<file path="src/rtl/muldiv_pkg.sv">
// muldiv_pkg: shared definitions for the muldiv32 multiply/divide unit.
//   - op encodings (mult, multu, div, divu)
//   - controller state enum (IDLE / CALC / FIX)
//   - quotient value returned on a divide by zero (all-ones, truncated to WIDTH)
package muldiv_pkg;

    localparam logic [1:0] OP_MULT  = 2'b00;
    localparam logic [1:0] OP_MULTU = 2'b01;
    localparam logic [1:0] OP_DIV   = 2'b10;
    localparam logic [1:0] OP_DIVU  = 2'b11;

    // Wide enough for any supported WIDTH; users slice the low WIDTH bits.
    localparam logic [127:0] DIV0_QUOTIENT = {128{1'b1}};

    typedef enum logic [1:0] {
        IDLE = 2'b00,
        CALC = 2'b01,
        FIX  = 2'b10
    } state_t;

endpackage

</file>
<file path="src/rtl/muldiv32_if.sv">
// muldiv32_if: request/response bundle between the decode stage and muldiv32.
//   start/op/operand_a/operand_b : operation request (master -> slave)
//   hi_we/lo_we/wdata            : mthi/mtlo writes   (master -> slave)
//   busy/done/hi/lo              : status and HI/LO   (slave -> master)
interface muldiv32_if #(
    parameter int WIDTH = 32
);
    import muldiv_pkg::*;

    logic             start;
    logic [1:0]       op;
    logic [WIDTH-1:0] operand_a;
    logic [WIDTH-1:0] operand_b;
    logic             hi_we;
    logic             lo_we;
    logic [WIDTH-1:0] wdata;
    logic             busy;
    logic             done;
    logic [WIDTH-1:0] hi;
    logic [WIDTH-1:0] lo;

    modport master (
        output start, op, operand_a, operand_b, hi_we, lo_we, wdata,
        input  busy, done, hi, lo
    );

    modport slave (
        input  start, op, operand_a, operand_b, hi_we, lo_we, wdata,
        output busy, done, hi, lo
    );

endinterface

</file>
<file path="src/rtl/muldiv_div_step.sv">
// muldiv_div_step: one combinational restoring-division iteration.
//   i_rem     : partial remainder (always < divisor, except for a zero divisor)
//   i_bit     : next dividend bit shifted in at the bottom
//   i_divisor : divisor magnitude
//   o_rem     : next partial remainder
//   o_qbit    : quotient bit produced by this iteration
module muldiv_div_step
    import muldiv_pkg::*;
#(
    parameter int WIDTH = 32
) (
    input  logic [WIDTH-1:0] i_rem,
    input  logic             i_bit,
    input  logic [WIDTH-1:0] i_divisor,
    output logic [WIDTH-1:0] o_rem,
    output logic             o_qbit
);

    logic [WIDTH:0]   w_shifted;
    logic [WIDTH-1:0] w_diff;
    logic             w_ge;

    // Trial subtraction; the difference always fits WIDTH bits when it is kept.
    always_comb begin
        w_shifted = {i_rem, i_bit};
        w_ge      = (w_shifted >= {1'b0, i_divisor});
        w_diff    = w_shifted[WIDTH-1:0] - i_divisor;
        if (w_ge) begin
            o_rem  = w_diff;
            o_qbit = 1'b1;
        end else begin
            o_rem  = w_shifted[WIDTH-1:0];
            o_qbit = 1'b0;
        end
    end

endmodule

</file>
<file path="src/rtl/muldiv32.sv">
// muldiv32: iterative multiply/divide unit with architectural HI/LO.
//   clock : rising-edge clock
//   reset : asynchronous active-low reset
//   bus   : muldiv32_if.slave (start/op/operands, mthi/mtlo writes, busy/done/hi/lo)
// An accepted operation iterates WIDTH times in CALC, then FIX applies the sign
// correction and writes HI/LO. mult/div take magnitudes; sign is restored in FIX.
// Build option MULDIV32_DIV0_FAST_EN: a divide by zero skips CALC and goes
// straight to FIX (result is identical, only the latency changes).
module muldiv32
    import muldiv_pkg::*;
#(
    parameter int WIDTH = 32
) (
    input  logic       clock,
    input  logic       reset,
    muldiv32_if.slave  bus
);

    localparam int            CW       = $clog2(WIDTH);
    localparam logic [CW-1:0] CNT_LAST = CW'(WIDTH - 1);

    state_t             r_state;
    state_t             w_next_state;
    logic [CW-1:0]      r_cnt;
    logic [2*WIDTH-1:0] r_acc;      // mult: {partial product, multiplier}; div: {remainder, dividend/quotient}
    logic [WIDTH-1:0]   r_b;        // multiplicand / divisor magnitude
    logic [WIDTH-1:0]   r_a_raw;    // untouched operand_a for the divide-by-zero HI value
    logic [1:0]         r_op;
    logic               r_sign_a;
    logic               r_sign_b;
    logic               r_div0;
    logic               r_busy;
    logic               r_done;
    logic [WIDTH-1:0]   r_hi;
    logic [WIDTH-1:0]   r_lo;

    logic               w_accept;
    logic               w_iter;
    logic               w_fix;
    logic               w_wr_hi;
    logic               w_wr_lo;
    logic               w_signed_in;
    logic               w_b_zero;
    logic [WIDTH:0]     w_mul_sum;
    logic [WIDTH-1:0]   w_rem_next;
    logic               w_qbit;
    logic [2*WIDTH-1:0] w_prod;
    logic [WIDTH-1:0]   w_quo_fix;
    logic [WIDTH-1:0]   w_rem_fix;
    logic [WIDTH-1:0]   w_fix_hi;
    logic [WIDTH-1:0]   w_fix_lo;

    function automatic logic [WIDTH-1:0] f_mag(input logic [WIDTH-1:0] v, input logic neg);
        f_mag = neg ? (~v + {{(WIDTH-1){1'b0}}, 1'b1}) : v;
    endfunction

    assign w_signed_in = ~bus.op[0];
    assign w_b_zero    = (bus.operand_b == {WIDTH{1'b0}});

    muldiv_div_step #(.WIDTH(WIDTH)) u_div_step (
        .i_rem     (r_acc[2*WIDTH-1:WIDTH]),
        .i_bit     (r_acc[WIDTH-1]),
        .i_divisor (r_b),
        .o_rem     (w_rem_next),
        .o_qbit    (w_qbit)
    );

    // State register.
    always_ff @(posedge clock or negedge reset) begin
        if (!reset) begin
            r_state <= IDLE;
        end else begin
            r_state <= w_next_state;
        end
    end

    // Next-state and per-cycle control; start has priority over mthi/mtlo in IDLE.
    always_comb begin
        w_next_state = r_state;
        w_accept     = 1'b0;
        w_iter       = 1'b0;
        w_fix        = 1'b0;
        w_wr_hi      = 1'b0;
        w_wr_lo      = 1'b0;
        case (r_state)
            IDLE: begin
                if (bus.start) begin
                    w_accept = 1'b1;
`ifdef MULDIV32_DIV0_FAST_EN
                    if (bus.op[1] && w_b_zero) begin
                        w_next_state = FIX;
                    end else begin
                        w_next_state = CALC;
                    end
`else
                    w_next_state = CALC;
`endif
                end else begin
                    w_wr_hi = bus.hi_we;
                    w_wr_lo = bus.lo_we;
                end
            end
            CALC: begin
                w_iter = 1'b1;
                if (r_cnt == CNT_LAST) begin
                    w_next_state = FIX;
                end else begin
                    w_next_state = CALC;
                end
            end
            FIX: begin
                w_fix        = 1'b1;
                w_next_state = IDLE;
            end
            default: begin
                w_next_state = IDLE;
            end
        endcase
    end

    // Iteration arithmetic and sign correction of the final result.
    always_comb begin
        // Shift-add: add multiplicand to the upper half when the multiplier LSB is set.
        w_mul_sum = {1'b0, r_acc[2*WIDTH-1:WIDTH]} + ({1'b0, r_b} & {(WIDTH+1){r_acc[0]}});
        if (~r_op[0] && (r_sign_a ^ r_sign_b)) begin
            w_prod    = ~r_acc + {{(2*WIDTH-1){1'b0}}, 1'b1};
            w_quo_fix = f_mag(r_acc[WIDTH-1:0], 1'b1);
        end else begin
            w_prod    = r_acc;
            w_quo_fix = r_acc[WIDTH-1:0];
        end
        // Remainder follows the dividend's sign.
        w_rem_fix = f_mag(r_acc[2*WIDTH-1:WIDTH], ~r_op[0] & r_sign_a);
        if (r_op[1]) begin
            if (r_div0) begin
                w_fix_hi = r_a_raw;
                w_fix_lo = DIV0_QUOTIENT[WIDTH-1:0];
            end else begin
                w_fix_hi = w_rem_fix;
                w_fix_lo = w_quo_fix;
            end
        end else begin
            w_fix_hi = w_prod[2*WIDTH-1:WIDTH];
            w_fix_lo = w_prod[WIDTH-1:0];
        end
    end

    // Datapath, counter, HI/LO and status registers.
    always_ff @(posedge clock or negedge reset) begin
        if (!reset) begin
            r_cnt    <= {CW{1'b0}};
            r_acc    <= {(2*WIDTH){1'b0}};
            r_b      <= {WIDTH{1'b0}};
            r_a_raw  <= {WIDTH{1'b0}};
            r_op     <= 2'b00;
            r_sign_a <= 1'b0;
            r_sign_b <= 1'b0;
            r_div0   <= 1'b0;
            r_busy   <= 1'b0;
            r_done   <= 1'b0;
            r_hi     <= {WIDTH{1'b0}};
            r_lo     <= {WIDTH{1'b0}};
        end else if (w_accept) begin
            // Both algorithms start from {0, |a|} with |b| as the second operand.
            r_cnt    <= {CW{1'b0}};
            r_acc    <= {{WIDTH{1'b0}}, f_mag(bus.operand_a, w_signed_in & bus.operand_a[WIDTH-1])};
            r_b      <= f_mag(bus.operand_b, w_signed_in & bus.operand_b[WIDTH-1]);
            r_a_raw  <= bus.operand_a;
            r_op     <= bus.op;
            r_sign_a <= w_signed_in & bus.operand_a[WIDTH-1];
            r_sign_b <= w_signed_in & bus.operand_b[WIDTH-1];
            r_div0   <= bus.op[1] & w_b_zero;
            r_busy   <= 1'b1;
            r_done   <= 1'b0;
        end else if (w_iter) begin
            if (r_op[1]) begin
                r_acc <= {w_rem_next, r_acc[WIDTH-2:0], w_qbit};
            end else begin
                r_acc <= {w_mul_sum, r_acc[WIDTH-1:1]};
            end
            if (r_cnt == CNT_LAST) begin
                r_cnt <= {CW{1'b0}};
            end else begin
                r_cnt <= r_cnt + CW'(1);
            end
            r_done <= 1'b0;
        end else if (w_fix) begin
            r_hi   <= w_fix_hi;
            r_lo   <= w_fix_lo;
            r_busy <= 1'b0;
            r_done <= 1'b1;
        end else begin
            r_done <= 1'b0;
            if (w_wr_hi) begin
                r_hi <= bus.wdata;
            end else begin
                r_hi <= r_hi;
            end
            if (w_wr_lo) begin
                r_lo <= bus.wdata;
            end else begin
                r_lo <= r_lo;
            end
        end
    end

    assign bus.busy = r_busy;
    assign bus.done = r_done;
    assign bus.hi   = r_hi;
    assign bus.lo   = r_lo;

endmodule

</file>
<file path="src/flat_wrapper.sv">
// flat-port wrapper written by rule: the top's interface ports become plain ports
module muldiv32_flat import muldiv_pkg::*;
#(
    parameter int WIDTH = 32
)
  (clock, reset, bus_start, bus_op, bus_operand_a, bus_operand_b, bus_hi_we, bus_lo_we, bus_wdata, bus_busy, bus_done, bus_hi, bus_lo);
  muldiv32_if #(.WIDTH(WIDTH)) bus_i ();
  input  logic clock;
  input  logic reset;
  input wire logic [$bits(bus_i.start)-1:0] bus_start;
  input wire logic [$bits(bus_i.op)-1:0] bus_op;
  input wire logic [$bits(bus_i.operand_a)-1:0] bus_operand_a;
  input wire logic [$bits(bus_i.operand_b)-1:0] bus_operand_b;
  input wire logic [$bits(bus_i.hi_we)-1:0] bus_hi_we;
  input wire logic [$bits(bus_i.lo_we)-1:0] bus_lo_we;
  input wire logic [$bits(bus_i.wdata)-1:0] bus_wdata;
  output wire logic [$bits(bus_i.busy)-1:0] bus_busy;
  output wire logic [$bits(bus_i.done)-1:0] bus_done;
  output wire logic [$bits(bus_i.hi)-1:0] bus_hi;
  output wire logic [$bits(bus_i.lo)-1:0] bus_lo;
  assign bus_i.start = bus_start;
  assign bus_i.op = bus_op;
  assign bus_i.operand_a = bus_operand_a;
  assign bus_i.operand_b = bus_operand_b;
  assign bus_i.hi_we = bus_hi_we;
  assign bus_i.lo_we = bus_lo_we;
  assign bus_i.wdata = bus_wdata;
  assign bus_busy = bus_i.busy;
  assign bus_done = bus_i.done;
  assign bus_hi = bus_i.hi;
  assign bus_lo = bus_i.lo;
  muldiv32 #(.WIDTH(WIDTH)) u_core (.clock(clock), .reset(reset), .bus(bus_i));
endmodule
</file>
<file path="config.mk">
export PLATFORM = sky130hd
export DESIGN_NAME = muldiv32_flat
export DESIGN_NICKNAME = d
export VERILOG_FILES = /design/src/rtl/muldiv_pkg.sv /design/src/rtl/muldiv32_if.sv /design/src/rtl/muldiv_div_step.sv /design/src/rtl/muldiv32.sv /design/src/flat_wrapper.sv
export SDC_FILE = /design/constraint.sdc
export NUM_CORES = 1
export LEC_CHECK = 0
export CAP_MARGIN = 40
export CORE_ASPECT_RATIO = 1.25
export CORE_MARGIN = 8
export CORE_UTILIZATION = 54
export DETAILED_ROUTE_END_ITERATION = 10
export PLACE_DENSITY = 0.76
export SETUP_SLACK_MARGIN = 0.3
export SLEW_MARGIN = 25
export SYNTH_ARGS = -nofsm -noshare
export SYNTH_HDL_FRONTEND = slang
export SYNTH_HIERARCHICAL = 1
export SYNTH_SLANG_ARGS = --single-unit
</file>
<file path="constraint.sdc">
create_clock -name clock -period 4.31 [get_ports clock]
set_input_delay 0.6465 -clock clock [delete_from_list [all_inputs] [get_ports clock]]
set_output_delay 0.6465 -clock clock [all_outputs]
set_load 0.01 [all_outputs]
</file>
Word-level counts from Yosys, hierarchy flattened --
Index checks and enable logic that the tools add are counted.
Word-level totals: word-level logic and storage cells 90, output and inout bits 66, bits of input ports 103, flip-flop bits (word level) 206
Operators by class: bitwise gates (word level) 15, add/sub/neg operators 8, $lt $le $gt $ge 1, reduce and logical (&&, ||, !) cells 10, equality and inequality tests 5, muxes and demuxes 38
Operators with widths (count):
- two-way mux 32 bit | 13
- two-way mux 64 bit | 4
- adder 32 x 1 -> 32 bit (second input constant) | 4
- inverter 32 bit | 4
- adder 64 x 1 -> 64 bit (second input constant) | 1
- inverter 64 bit | 1
- adder 32 x 33 -> 33 bit | 1
- AND 32 x 33 -> 33 bit | 1
- >= comparator 33 x 32 -> 1 bit | 1
- logical NOT 32 bit | 1
- subtractor 32 bit | 1
- two-way mux 1 bit | 15
- two-way mux 5 bit | 3
- nonzero test 2 bit | 4
- AND reduction 3 bit | 2
- adder 5 x 1 -> 5 bit (second input constant) | 1
- equality test 5 bit (second input constant) | 1
- AND 1 bit | 4
- two-way mux 2 bit | 2
- inverter 1 bit | 4
- one-hot mux 2 bit (2 select lines) | 1
- equality test 2 x 1 -> 1 bit (second input constant) | 1
- equality test 2 bit (second input constant) | 1
- logical NOT 2 bit | 1
- 5 further kinds | 5

Depth between registers and ports, before layout --
depth after elaboration 6, depth in mapped cells 17

Cells and area by module --
The synthesis kept the hierarchy.
By module, submodules not included:
- muldiv32 | sequential area each 5154.9 sq um, area each 14701.6 sq um, instances 1, cells an instance 1841
- muldiv_div_step | sequential area each 0.0 sq um, area each 2331.0 sq um, instances 1, cells an instance 323

Least setup slack after synthesis --
OpenSTA, ideal clock, no wires.
path type reg-to-reg, from register u_core.r_acc[38], to register u_core.r_acc[56], setup slack 1008 ps, data required time 4184 ps, library setup time 126 ps, data arrival time 3176 ps, stages on the path, launching flop included 15, buffers on the path 2, cells stage by stage dfrtp_1 > ha_1 > a21oi_2 > a211oi_1 > or3_4 > nor4b_4 > o21ai_2 > a31oi_4 > o21a_4 > inv_2 > buf_6 > buf_12 > mux2_4 > a221oi_1 > nand2_1
Between the ends: longest elaborated chain between the ends 5, elaborated cells between the ends (all ways) 7
RTL lines:
- start: declaration | RTL line muldiv32.sv:25 | logic [2*WIDTH-1:0] r_acc;
- start signal: assignment | RTL line muldiv32.sv:152 | r_acc <= {(2*WIDTH){1'b0}};
- start signal: assignment | RTL line muldiv32.sv:166 | r_acc <= {{WIDTH{1'b0}}, f_mag(bus.operand_a, w_signed_in & bus.operand_a[WIDTH-1])};
- start signal: assignment | RTL line muldiv32.sv:177 | r_acc <= {w_rem_next, r_acc[WIDTH-2:0], w_qbit};
- subtractor 32 bit / >= comparator 33 x 32 -> 1 bit (equally long branches) | RTL line muldiv_div_step.sv:27, muldiv_div_step.sv:26
- two-way mux 32 bit * | RTL line muldiv_div_step.sv:28 | if (w_ge) begin
- via u_core.w_rem_next[24] | RTL line muldiv32.sv:45 | logic [WIDTH-1:0] w_rem_next;
- two-way mux 64 bit * | RTL line muldiv32.sv:176 | if (r_op[1]) begin
- two-way mux 64 bit * | RTL line muldiv32.sv:175 | end else if (w_iter) begin
- two-way mux 64 bit * | RTL line muldiv32.sv:163 | end else if (w_accept) begin
The timed path passes the listed nets; every way through them passes the cells marked *. The select of a mux whose other input is x is not followed. A chain may end at the register's enable or synchronous reset.

Final worst setup path --
from register u_core.r_acc[41], to register u_core.r_acc[46]
Same word-level chain as after synthesis.

==> impl_metrics.csv <==
group,metric,value,unit
synthesis,yosysMostFrequentCell,"nand2_1",
clock_tree,cts_tree,"yes",
sta,tightest_slew,0.839,ns
worst_setup_path,setup.worst_path.start,"u_core/r_acc[41]$_DFFE_PN0N_",
clock_tree,clock-root-buffer,"clkbuf_16",
synthesis,netlist.area_leader.share,30.3,%
floorplanning,coreArea,31000,sq um
worst_setup_path,max_stage_delay,0.51,ns
synthesis,synth_edf_count,0,
worst_setup_path,worstSetupEndpoint,"u_core/r_acc[46]$_DFFE_PN0N_",
floorplanning,pin_count,169,
synthesis,syn_nets,2339,
worst_setup_path,crit_arrival,4.16,ns
pwr,p_leak,0.00842,uW
drt,ant_nets,0,
synthesis,synth_top_area_cell,"dfrtp_1",
worst_setup_path,setup.worst_path.start_class,"flip-flop",
sta,fin_ws,0.566,ns
worst_setup_path,worst_r2r_path_depth,14,
pwr,p_total,17700,uW
global_routing,grt_usage,31.9,%
floorplanning,start_util,55.0,%
worst_setup_path,worstReg2RegEnd,"u_core/r_acc[46]$_DFFE_PN0N_",
clock_tree,ctsHoldBuffers,0,
synthesis,synthCells,2164,
placement,dp_slack,0.551,ns
sta,setup-tns-final,0,ns
worst_setup_path,path_cells,"ha_1 > nand4_1 > nor3_1 > o211ai_1 > nor4b_4 > o21ai_2 > a31oi_4 > o21a_4 > inv_2 > buf_12 > mux2_2 > nand2_1 > o31ai_1 > a22o_1",
global_routing,grt_max_degree,80,
finish,nNetsFinal,2449,
drt,drt_iter0_drc,1819,
pwr,vdd_drop_max,0.000410,V
sta,rsz0062_at_grt,"no",
clock_tree,clk_pin_slew,0.07,ns
worst_setup_path,crit_fanout,22,
worst_setup_path,rr_startpoint,"u_core/r_acc[41]$_DFFE_PN0N_",
job,cap_violations,0,
clock_tree,cts_setup_buffers,0,
synthesis,yosys-top-cells-count,"nand2_1, o21ai_0, dfrtp_1",
synthesis,synth.area.top_cells,"dfrtp_1, nand2_1, o21ai_0, xnor2_1, ha_1",
finish,final_area,20000,sq um
drt,wl,62.0,mm
sta,period_needed,3.74,ns
global_routing,grt_pass1_wl,95.6,mm
clock_tree,clk_path_buf_depth,3,
clock_tree,cts_sinks,206,
drt,wire_per_inst,23.0,microns
synthesis,synth_ff_type,"dfrtp_1",
placement,gp_congestion,0.991,
floorplanning,num_rows,72,
sta,clock_skew,0.0282,ns
pwr,powerDensity,886,nW/um^2
drt,drc,0,
outcome,status,"finished, final reports clean",
worst_setup_path,reg2reg_slack,0.57,ns
finish,diodes,0,
global_routing,grt_overflow,0,
placement,io_buffer_count,168,
synthesis,async_flop_share,100,%
clock_tree,cts.repair.resized,0,
sta,setup_viol,0,
sta,layout_worst_path_cycle_share,86.9,%
sta,final_hold_viol_count,0,
global_routing,antenna_found_initial,0,
clock_tree,clk_latency,0.54,ns
floorplanning,die_area,37500,sq um
floorplanning,die_x,175,microns
floorplanning,die_h,215,microns
drt,dr.pass1.iters,7,
global_routing,first_global_vias,16900,
worst_setup_path,cp_slowest_cell,"dfrtp_1",
sta,max_freq,267,MHz
synthesis,synth-seq-cells,206,
worst_hold_path,hold_class,"in2async",
synthesis,netlist_area,17000,sq um
worst_setup_path,crit_required,4.72,ns
clock_tree,cts_made_buffers,24,
synthesis,synth.distinct_cells,83,
worst_setup_path,end_kind,"flip-flop",
synthesis,yosysSeqAreaShare,30.3,%
finish,drive_gt1_share,7.69,%
synthesis,avgSynthCellArea,7.87,sq um
sta,drv_slew,0,
drt,vias,17300,
placement,hpwl,47.7,mm
sta,relSlewSlack,44.1,%
worst_setup_path,critPathKind,"reg2reg",
clock_tree,cts_max_level,1,
placement,dpl_cell_area,19200,sq um
drt,drt-vias-per-instance,6.43,
finish,area_delta_synth_final,17.7,%
synthesis,yosys_warnings,6,
==> critical path, delay by kind of cell (launching register included) <==
| kind | cells | cell delay, ns |
|---|---|---|
| multiplexers | 1 | 0.35 |
| adder cells (fa/ha/maj) | 1 | 0.47 |
| AND/OR/NAND/NOR | 4 | 0.84 |
| AO/OA/AOI/OAI | 6 | 1.01 |
| buffers and inverters | 2 | 0.45 |
| flip-flops | 1 | 0.51 |
==> cells in the final DEF (no fill, tap or decap), drive strengths merged, types with 38 or more instances in the layout <==
master	netlist	routed
nand3	55	55
nand2	319	319
o22ai	38	38
mux2i	48	48
inv	61	62
dfrtp	206	206
o211ai	44	44
a21oi	140	140
xnor2	113	113
buf	26	71
nor2	139	139
o21ai	217	217
ha	70	70
xor2	68	68
nor3	50	50
clkdlybuf4s50	0	167
and2	45	45
==> registers in the layout (all words and copies together) (netlist names) <==
name             flops
u_core/r_acc        64
u_core/bus.hi       32
u_core/bus.lo       32
u_core/r_a_raw      32
u_core/r_b          32
u_core/r_cnt         5
u_core/r_op          2
u_core/r_state       2
u_core/bus.busy      1
u_core/bus.done      1
u_core/r_div0        1
u_core/r_sign_a      1
u_core/r_sign_b      1
==> kinds of logic after synthesis <==
logic type                 count (synthesis)  share of synthesized area (%)
DFF                                      206                           30.3
muxes                                     79                           5.07
adders and majority gates                 72                           5.38
xor gates and xnor gates                 181                           9.31
AOI/OAI and AO/OA                        636                           23.2
buffers and inverters                    217                           5.02
and+or+nand+nor                          773                           21.7
==> power by group <==
group          leakage, uW  internal [uW]  switching (uW)
Combinational      0.00555           5160            6440
Clock             0.000372           1190             871
Sequential         0.00250           2820            1270
==> how the worst min path moves through the flow <==
stage,to,depth (start not counted),startpoint,slack [ns]
after floorplan,u_core/bus.busy$_DFFE_PN0P_,0,reset,0.35
after global placement,u_core/bus.lo[15]$_DFFE_PN0P_,2,u_core/bus.lo[15]$_DFFE_PN0P_,0.46
after detailed placement,u_core/r_a_raw[10]$_DFFE_PN0P_,2,u_core/r_a_raw[10]$_DFFE_PN0P_,0.46
after CTS,u_core/r_acc[51]$_DFFE_PN0N_,1,reset,0.07
after global routing,u_core/bus.lo[5]$_DFFE_PN0P_,1,reset,0.09
final,u_core/r_acc[0]$_DFFE_PN0N_,1,reset,0.07
==> through the flow <==
step | hold slack [ns] | std cells | util (%)
after floorplan | 0.351 | 2164 | -
after global placement | 0.461 | 2646 | 61.7
after detailed placement | 0.464 | 2652 | 62.0
after CTS | 0.0670 | 2694 | 64.5
after global routing | 0.0913 | 2697 | 64.7
final | 0.0673 | 2697 | 64.7
==> layer usage <==
metal,global-route usage (%),wire (microns)
met5,0,0
met4,25.7,5760
met3,4.81,4420
met2,53.1,28900
met1,35.7,22900
==> area by class of cell <==
class	instances	area [sq um]
clock inverter	11	125
tap	407	509
clock buffer	31	648
sequential	206	5160
inverter	62	233
fill	2711	10900
multi-input combinational	1741	11000
timing repair buffer	239	2320
Note: power is estimated with default switching activity, not from simulation.
